==> src/rtl/dmix_pkg.sv <==
// Shared mixer-datapath definitions: sample/coefficient widths, FIR sequencer states
// and the output rounding/saturation helpers reused by other mixer stages.
package dmix_pkg;

  localparam int SAMPLE_W  = 24;
  localparam int COEF_W    = 18;
  localparam int COEF_FRAC = 16;
  localparam int TAPS      = 16;
  localparam int TAP_AW    = 4;
  localparam int PROD_W    = SAMPLE_W + COEF_W;
  localparam int ACC_W     = PROD_W + TAP_AW;

  localparam logic signed [ACC_W-1:0] SAT_MAX = ACC_W'((1 << (SAMPLE_W - 1)) - 1);
  localparam logic signed [ACC_W-1:0] SAT_MIN = ACC_W'(-(1 << (SAMPLE_W - 1)));
  localparam logic signed [ACC_W-1:0] ROUND_HALF =
    {{(ACC_W - COEF_FRAC){1'b0}}, 1'b1, {(COEF_FRAC - 1){1'b0}}};

  typedef enum logic [1:0] {
    ST_IDLE  = 2'd0,
    ST_MAC   = 2'd1,
    ST_DRAIN = 2'd2
  } fir_state_e;

  // Round half up, then drop the coefficient fraction bits (arithmetic shift).
  function automatic logic signed [ACC_W-1:0] round_frac(input logic signed [ACC_W-1:0] value);
    logic signed [ACC_W-1:0] biased;
    biased = value + ROUND_HALF;
    return biased >>> COEF_FRAC;
  endfunction

  function automatic logic signed [SAMPLE_W-1:0] sat_sample(input logic signed [ACC_W-1:0] value);
    if (value > SAT_MAX) begin
      return SAT_MAX[SAMPLE_W-1:0];
    end else if (value < SAT_MIN) begin
      return SAT_MIN[SAMPLE_W-1:0];
    end else begin
      return value[SAMPLE_W-1:0];
    end
  endfunction

endpackage

==> src/rtl/fir_coef_ram.sv <==
// 16 x 18-bit coefficient register file: synchronous write, asynchronous read.
module fir_coef_ram
  import dmix_pkg::*;
(
  input  logic                     clk,
  input  logic                     we_i,
  input  logic [TAP_AW-1:0]        waddr_i,
  input  logic signed [COEF_W-1:0] wdata_i,
  input  logic [TAP_AW-1:0]        raddr_i,
  output logic signed [COEF_W-1:0] rdata_o
);

  logic signed [COEF_W-1:0] r_mem [TAPS];

  // NOTE: storage arrays carry no reset; a reset port would turn the table into
  // 288 reset flops, and software always loads it before the first run.
  always_ff @(posedge clk) begin
    if (we_i) begin
      r_mem[waddr_i] <= wdata_i;
    end
  end

  assign rdata_o = r_mem[raddr_i];

endmodule

==> src/rtl/fir_mac16.sv <==
// Sixteen-tap FIR engine: pops the history buffer, sweeps offsets 0..15 with one
// MAC per cycle, then emits a rounded, saturated sample with a one-cycle strobe.
module fir_mac16
  import dmix_pkg::*;
(
  input  logic                       clk,
  input  logic                       rst,
  input  logic                       start_i,
  output logic                       hist_pop_o,
  output logic [TAP_AW-1:0]          hist_offset_o,
  input  logic signed [SAMPLE_W-1:0] hist_data_i,
  input  logic                       coef_we_i,
  input  logic [TAP_AW-1:0]          coef_addr_i,
  input  logic signed [COEF_W-1:0]   coef_data_i,
  output logic signed [SAMPLE_W-1:0] data_o,
  output logic                       valid_o,
  output logic                       busy_o,
  output logic                       overrun_o
);

  fir_state_e                 r_state;
  fir_state_e                 w_next_state;
  logic [TAP_AW-1:0]          r_k;
  logic signed [ACC_W-1:0]    r_acc;
  logic signed [PROD_W-1:0]   r_prod;
  logic signed [SAMPLE_W-1:0] r_data;
  logic                       r_valid;
  logic                       r_overrun;

  logic                       w_pop;
  logic                       w_busy;
  logic [TAP_AW-1:0]          w_offset;
  logic signed [COEF_W-1:0]   w_coef;
  logic signed [PROD_W-1:0]   w_product;
  logic signed [ACC_W-1:0]    w_prod_ext;
  logic signed [ACC_W-1:0]    w_sum;
  logic signed [SAMPLE_W-1:0] w_result;

  fir_coef_ram u_coef_ram (
    .clk     (clk),
    .we_i    (coef_we_i),
    .waddr_i (coef_addr_i),
    .wdata_i (coef_data_i),
    .raddr_i (r_k),
    .rdata_o (w_coef)
  );

  // NOTE: clocked state uses non-blocking assignments so every register samples
  // pre-edge values; blocking here would create order-dependent simulation races.
  always_ff @(posedge clk) begin
    if (rst) begin
      r_state <= ST_IDLE;
    end else begin
      r_state <= w_next_state;
    end
  end

  // NOTE: every output of this block gets a default first, so no path through the
  // case statement can leave a signal unassigned and infer a latch.
  always_comb begin
    w_next_state = r_state;
    w_pop        = 1'b0;
    w_busy       = 1'b0;
    w_offset     = '0;
    unique case (r_state)
      ST_IDLE: begin
        if (start_i && !rst) begin
          w_pop        = 1'b1;
          w_next_state = ST_MAC;
        end
      end
      ST_MAC: begin
        w_busy   = 1'b1;
        w_offset = r_k;
        if (r_k == TAP_AW'(TAPS - 1)) begin
          w_next_state = ST_DRAIN;
        end
      end
      ST_DRAIN: begin
        w_busy       = 1'b1;
        w_next_state = ST_IDLE;
      end
      default: w_next_state = ST_IDLE;
    endcase
  end

  // One-stage pipelined MAC: the product register lags the accumulator by a tap,
  // so the last product is folded in during DRAIN.
  assign w_product  = PROD_W'(hist_data_i) * PROD_W'(w_coef);
  assign w_prod_ext = ACC_W'(r_prod);
  assign w_sum      = r_acc + w_prod_ext;
  assign w_result   = sat_sample(round_frac(w_sum));

  always_ff @(posedge clk) begin
    if (rst) begin
      r_acc     <= '0;
      r_prod    <= '0;
      r_k       <= '0;
      r_data    <= '0;
      r_valid   <= 1'b0;
      r_overrun <= 1'b0;
    end else begin
      r_valid <= 1'b0;
      unique case (r_state)
        ST_IDLE: begin
          if (start_i) begin
            r_acc  <= '0;
            r_prod <= '0;
            r_k    <= '0;
          end
        end
        ST_MAC: begin
          r_prod <= w_product;
          r_acc  <= w_sum;
          r_k    <= r_k + TAP_AW'(1);
        end
        ST_DRAIN: begin
          r_data  <= w_result;
          r_valid <= 1'b1;
        end
        default: ;
      endcase
      if (start_i && w_busy) begin
        r_overrun <= 1'b1;
      end
    end
  end

  assign hist_pop_o    = w_pop;
  assign hist_offset_o = w_offset;
  assign busy_o        = w_busy;
  assign data_o        = r_data;
  assign valid_o       = r_valid;
  assign overrun_o     = r_overrun;

endmodule
==> config.mk <==
export PLATFORM = sky130hd
export DESIGN_NAME = fir_mac16
export DESIGN_NICKNAME = d
export VERILOG_FILES = /design/src/rtl/dmix_pkg.sv /design/src/rtl/fir_coef_ram.sv /design/src/rtl/fir_mac16.sv
export SDC_FILE = /design/constraint.sdc
export NUM_CORES = 2
export LEC_CHECK = 0
export BUFFER_PORTS_ARGS = -buffer_cell sky130_fd_sc_hd__buf_2
export CORE_MARGIN = 1.5
export CORE_UTILIZATION = 36
export DETAILED_ROUTE_END_ITERATION = 10
export PLACE_DENSITY_LB_ADDON = 0.12
export SYNTH_ARGS = -nofsm -noshare
export SYNTH_HDL_FRONTEND = slang
export SYNTH_SLANG_ARGS = --single-unit
==> constraint.sdc <==
create_clock -name clk -period 9.8 [get_ports clk]
set_input_delay 0.98 -clock clk [delete_from_list [all_inputs] [get_ports clk]]
set_output_delay 0.98 -clock clk [all_outputs]
set_load 0.1 [all_outputs]
Word level (Yosys, flattened, before mapping)
Memory sizes are Yosys's and may differ from the RTL's. A register that Yosys moved wholly into a read port is not among the register bits.
Index checks and enable logic that the tools add are counted.
Operators by class
  add/sub/neg operators: 3
  multipliers: 1
  div/mod/pow operators: 0
  $lt $le $gt $ge: 2
  eq/ne operators: 6
  shift-type cells: 0
  multiplexer cells: 20
  bitwise gates (word level): 0
  reduce and logical (&&, ||, !) cells: 8
Operator list (count)
  $pmux 46 s2: 1
  $pmux 42 s2: 1
  $mux 24: 2
  $add 46x17->46 const B: 1
  $add 46x42->46: 1
  $mux 46: 1
  $mul 24x18->42: 1
  $mux 42: 1
  $gt 30x24->1 const B: 1
  $lt 30x24->1 const B: 1
  $mux 4: 4
  $pmux 4 s2: 1
  $mux 1: 6
  $ne 2x2->1 const B: 3
  $add 4x1->4 const B: 1
  $eq 4x4->1 const B: 1
  $mux 2: 2
  $pmux 2 s2: 1
  $reduce_and 2->1: 2
  $eq 2x1->1 const B: 1
  $eq 2x2->1 const B: 1
  $logic_and 1x1->1: 2
  $logic_not 2->1: 1
  $reduce_bool 2->1: 1
  other kinds (2): 2
Storage, ports and cells
  register bits: 120
  bits in latches: 0
  bits in writable memories: 288
  ROM bits: 0
  bits of input ports: 50
  word-level logic and storage cells: 48
  memories kept: 1
Memories
  u_coef_ram.r_mem: depth 16, width 18, read ports 1, clocked after Yosys merged registers in 1, wr ports 1, line fir_coef_ram.sv:13  | logic signed [COEF_W-1:0] r_mem [TAPS];

Logic depth before layout (Yosys ltp)
  depth in word-level cells: 5
  mapped depth: 32
  depth with buffers taken out: 28

Hierarchy
A second synthesis with hierarchy kept.
Unflattened totals
  cell total of the unflattened synthesis: 3216
  area, all modules: 34345.4 um2
By module, submodules not included
  fir_mac16: times used 1, cells each 2752, area an instance 23382.4 um2, seq. area each 2402.3 um2
  fir_coef_ram: times used 1, cells each 464, area an instance 10963.0 um2, seq. area each 8648.3 um2

Worst setup path before layout
No wires, ideal clock.
  kind: flip-flop to flip-flop
  from: reg (tool-made name)
  to: reg r_prod[39]
  setup time: 0.117 ns
  arrival time: 8.700 ns
  data required time: 9.683 ns
  path slack: 0.982 ns
  stages on the path, launching flop included: 31
  path buffers: 4
  period minus slack after synthesis: 8.818 ns
  cells stage by stage: dfxtp_1 clkbuf_1 clkbuf_1 buf_1 mux4_2 mux4_2 clkbuf_1 and2_1 fa_1 inv_1 fa_1 inv_1 fa_1 fa_1 fa_1 inv_1 fa_1 inv_1 ha_1 o21a_1 o21ai_0 a21oi_1 o21a_1 and2_1 a31oi_1 o21ai_0 o21ai_0 nor2_1 o21ai_0 mux2i_1 nand2_1
RTL lines
  end signal: assignment: line fir_mac16.sv:113  | r_prod <= w_product;
  end: declaration: line fir_mac16.sv:25  | logic signed [PROD_W-1:0] r_prod;

==> Implementation_results.wiki <==
{| class="wikitable"
! Metric !! Value
|-
| Number of hold violations in the final report || 0
|-
| Dominant cell type by count on the critical path || fa_1
|-
| CTS tree || done
|-
| Post-layout instance area || 37460 µm²
|-
| Max Cap Viol || 0
|-
| PostCTS Resize Cnt || 0
|-
| Largest net degree at the start of global routing || 96
|-
| Die extent in x || 311.5 µm
|-
| Placed wire-length estimate || 65880 µm
|-
| Total area of multi-input combinational cells || 20720 µm²
|-
| I/O pin count || 82
|-
| Final net count || 3774
|-
| CTS Buf Count || 43
|-
| Number of post-CTS setup repair buffers || 0
|-
| Shortest period the worst path allows || 8.616 ns
|-
| Endpoint arrival time on the critical path || 9.09 ns
|-
| Number of warning messages in the yosys log || 0
|-
| Count of nets left with antenna violations after detail routing || 0
|-
| Worst stage delay on the critical path || 0.82 ns
|-
| Sequential area share after synthesis || 0.3249
|-
| HP Class || reg2reg
|-
| Unrepaired setup endpoints after global routing || false
|-
| Total Die Area || 97010 µm²
|-
| Highest-delay cell along the critical path || mux4_2
|-
| Buffers on Ports || 81
|-
| Clock latency of the later-clocked register in the worst-skew pair || 0.58 ns
|-
| # fillers || 9037
|-
| Fraction of layout cells with a size suffix above 1 || 0.1117
|-
| Sequential cell area in the final layout || 11140 µm²
|-
| Maximum fanout count along the critical path || 22
|-
| Die span in y || 311.5 µm
|-
| Post-synth top flop || edfxtp_1
|-
| Initial standard-cell utilization of the core || 0.3654
|-
| Sinks on the clock net || 412
|-
| Area growth from synthesis to layout || 9.351%
|-
| Delay-heaviest family, CP || adder cells
|-
| CP bufs+invs || 6
|-
| Global-route wire length before repair || 144700 µm
|-
| Initial antenna violation count || 7
|-
| Number of global-route vias before repair || 24477
|-
| Final setup violation count || 0
|-
| Vias per cell || 5.124
|-
| Start-to-end type of the worst setup path || reg2reg
|-
| Max Slew Vio Count || 0
|-
| Worst Clk Skew || 0.02087 ns
|-
| FF+latch count, synth || 412
|-
| Syn nets || 3771
|-
| Total via count in the routed design || 22720
|-
| Crit path capture type || flop
|-
| Max Fclk || 116.1 MHz
|-
| Clk slew on worst S/H paths || 0.07 ns
|-
| Mapped Cells || 3140
|-
| # H-tree levels || 2
|-
| Global-route usage over all layers || 0.1929
|-
| Summed instance area of the synthesized netlist || 34250 µm²
|-
| Setup TNS after final layout || 0 ns
|-
| Maximum buffer depth of the clock tree || 3
|-
| Average footprint of a synthesized cell || 10.91 µm²
|-
| Final core utilization || 0.3995
|-
| Core ar. || 93750 µm²
|-
| Actual transition at the worst max-transition pin || 1.098 ns
|-
| GPL Wtd Cong || 0.8300
|-
| Library cell used as clock root buffer || clkbuf_16
|-
| Total overflow reported by the global router || 0
|-
| Cell Rows || 112
|-
| Async S/R FF share, synth || 0
|-
| Count of unresolved DRC violations after routing || 0
|-
| Hold Slack || 0.4599 ns
|-
| EDFF count, synth || 288
|-
| Req. time, crit path || 10.27 ns
|-
| Starting DRC count in detailed routing || 1478
|-
| Overall routed net length || 92250 µm
|-
| Final period util || 0.8792
|-
| Placed Area || 36010 µm²
|-
| First-pass DRT Iterations || 5
|-
| Wire length per cell || 20.81 µm
|-
| Hold_buf cts || 0
|-
| Number of different library cells in the post-synthesis netlist || 89
|-
| Worst Setup Start Kind || flop
|-
| Status || finished, final reports clean
|-
| Worst slew margin relative to its limit || 0.2677
|}
-- sequential cells by signal, indices dropped and copies added, names as in the netlist, named ones only --
signal / cells
r_acc: 46
overrun_o: 1
u_coef_ram.r_mem: 288
r_k: 4
valid_o: 1
r_prod: 42
r_state: 2
data_o: 24
-- metrics by stage --
step                      instances  setup slack, ns
after floorplan                3140           0.9824
after global placement         4352            1.219
after detailed placement       4352            1.144
after CTS                      4431            1.132
after global routing           4431           0.6251
final                          4434            1.184
-- cell families (layout without fill, tap and decap cells) --
group,count (synthesis),count (layout),synth area share
and+or+nand+nor,888,888,0.1224
AOI/OAI and AO/OA,401,401,0.08664
adders and majority gates,581,581,0.3056
DFF,412,412,0.3249
buffers and inverters,663,700,0.07382
other,0,3,0
xor gates and xnor gates,93,93,0.02422
muxes,102,102,0.06235
-- worst paths after layout --
check	slack [ns]	endpoint	from	depth (start not counted)
worst max-delay path	1.18	r_prod[39]	flop	28
worst min-delay path	0.46	data_o[23]	data_o[23]	2
worst max register to register	1.18	r_prod[39]	flop	28
worst min register to register	0.46	data_o[23]	data_o[23]	2
-- cell type report --
class	count	area share
sequential	412	0.2973
tap	1254	0.04189
timing repair buffer	109	0.01750
clock buffer	52	0.02990
clock inverter	27	0.008618
antenna	3	0.0002004
inverter	512	0.05131
multi-input combinational	2065	0.5533
-- worst register-to-register path: cells and delay by family, from the launching register on --
family | cells | cell delay (ns)
and+or+nand+nor | 4 | 0.56
DFF | 1 | 0.55
muxes | 3 | 1.29
buffers and inverters | 6 | 0.62
adders and majority gates | 7 | 3.48
AOI/OAI and AO/OA | 8 | 2.02
-- routing by layer --
layer / global-route usage / part of all wire / up-vias
li1: - / - / 10420
met1: 0.2458 / 0.43 / 11806
met2: 0.3521 / 0.52 / 384
met3: 0.01983 / 0.031 / 106
met4: 0.04058 / 0.020 / 4
met5: 0 / 0.00030 / -
-- placed cells by master (no fill, tap or decap), types with 16 or more instances in the layout --
| cell type | n |
|---|---|
| inv_1 | 511 |
| fa_1 | 426 |
| nand2_1 | 355 |
| edfxtp_1 | 288 |
| nor2_1 | 180 |
| and2_1 | 169 |
| ha_1 | 154 |
| dfxtp_1 | 122 |
| a21oi_1 | 100 |
| mux4_2 | 89 |
| buf_2 | 80 |
| a22oi_1 | 68 |
| xnor2_1 | 66 |
| clkbuf_16 | 43 |
| nand3_1 | 38 |
| o21ai_0 | 37 |
| a21o_1 | 37 |
| buf_4 | 26 |
| xor2_1 | 25 |
| a311oi_2 | 22 |
| nor3_1 | 20 |
| nand2b_1 | 17 |
| or2_2 | 16 |
-- Yosys cell counts, drive strengths merged (5+ instances only) --
library cell    n  share of area
a2111oi         5         0.0017
a211o           5         0.0013
a211oi         13         0.0039
a21boi          6         0.0013
a21o           37         0.0081
a21oi         101          0.015
a22oi          68          0.015
a311oi         28          0.011
a31o            6         0.0015
a31oi          12         0.0022
and2          170          0.031
and3           14         0.0026
and4            7         0.0018
buf            33         0.0048
clkbuf        118          0.013
dfxtp         124          0.072
edfxtp        288           0.25
fa            426           0.25
ha            155          0.057
inv           511          0.056
mux2i          12         0.0035
mux4           89          0.059
nand2         355          0.039
nand2b         17         0.0031
nand3          39         0.0058
nand4          14         0.0026
nor2          193          0.021
nor2b           7         0.0013
nor3           26         0.0041
nor4           10         0.0020
o2111ai         7         0.0018
o211ai         14         0.0034
o21a           10         0.0022
o21ai          44         0.0066
o21bai         14         0.0031
o31ai           6         0.0019
or2            17         0.0031
xnor2          68          0.018
xor2           25         0.0064
Power is not shown: default switching activity piles up to over one toggle a cycle in this logic, so the estimate is an artifact.
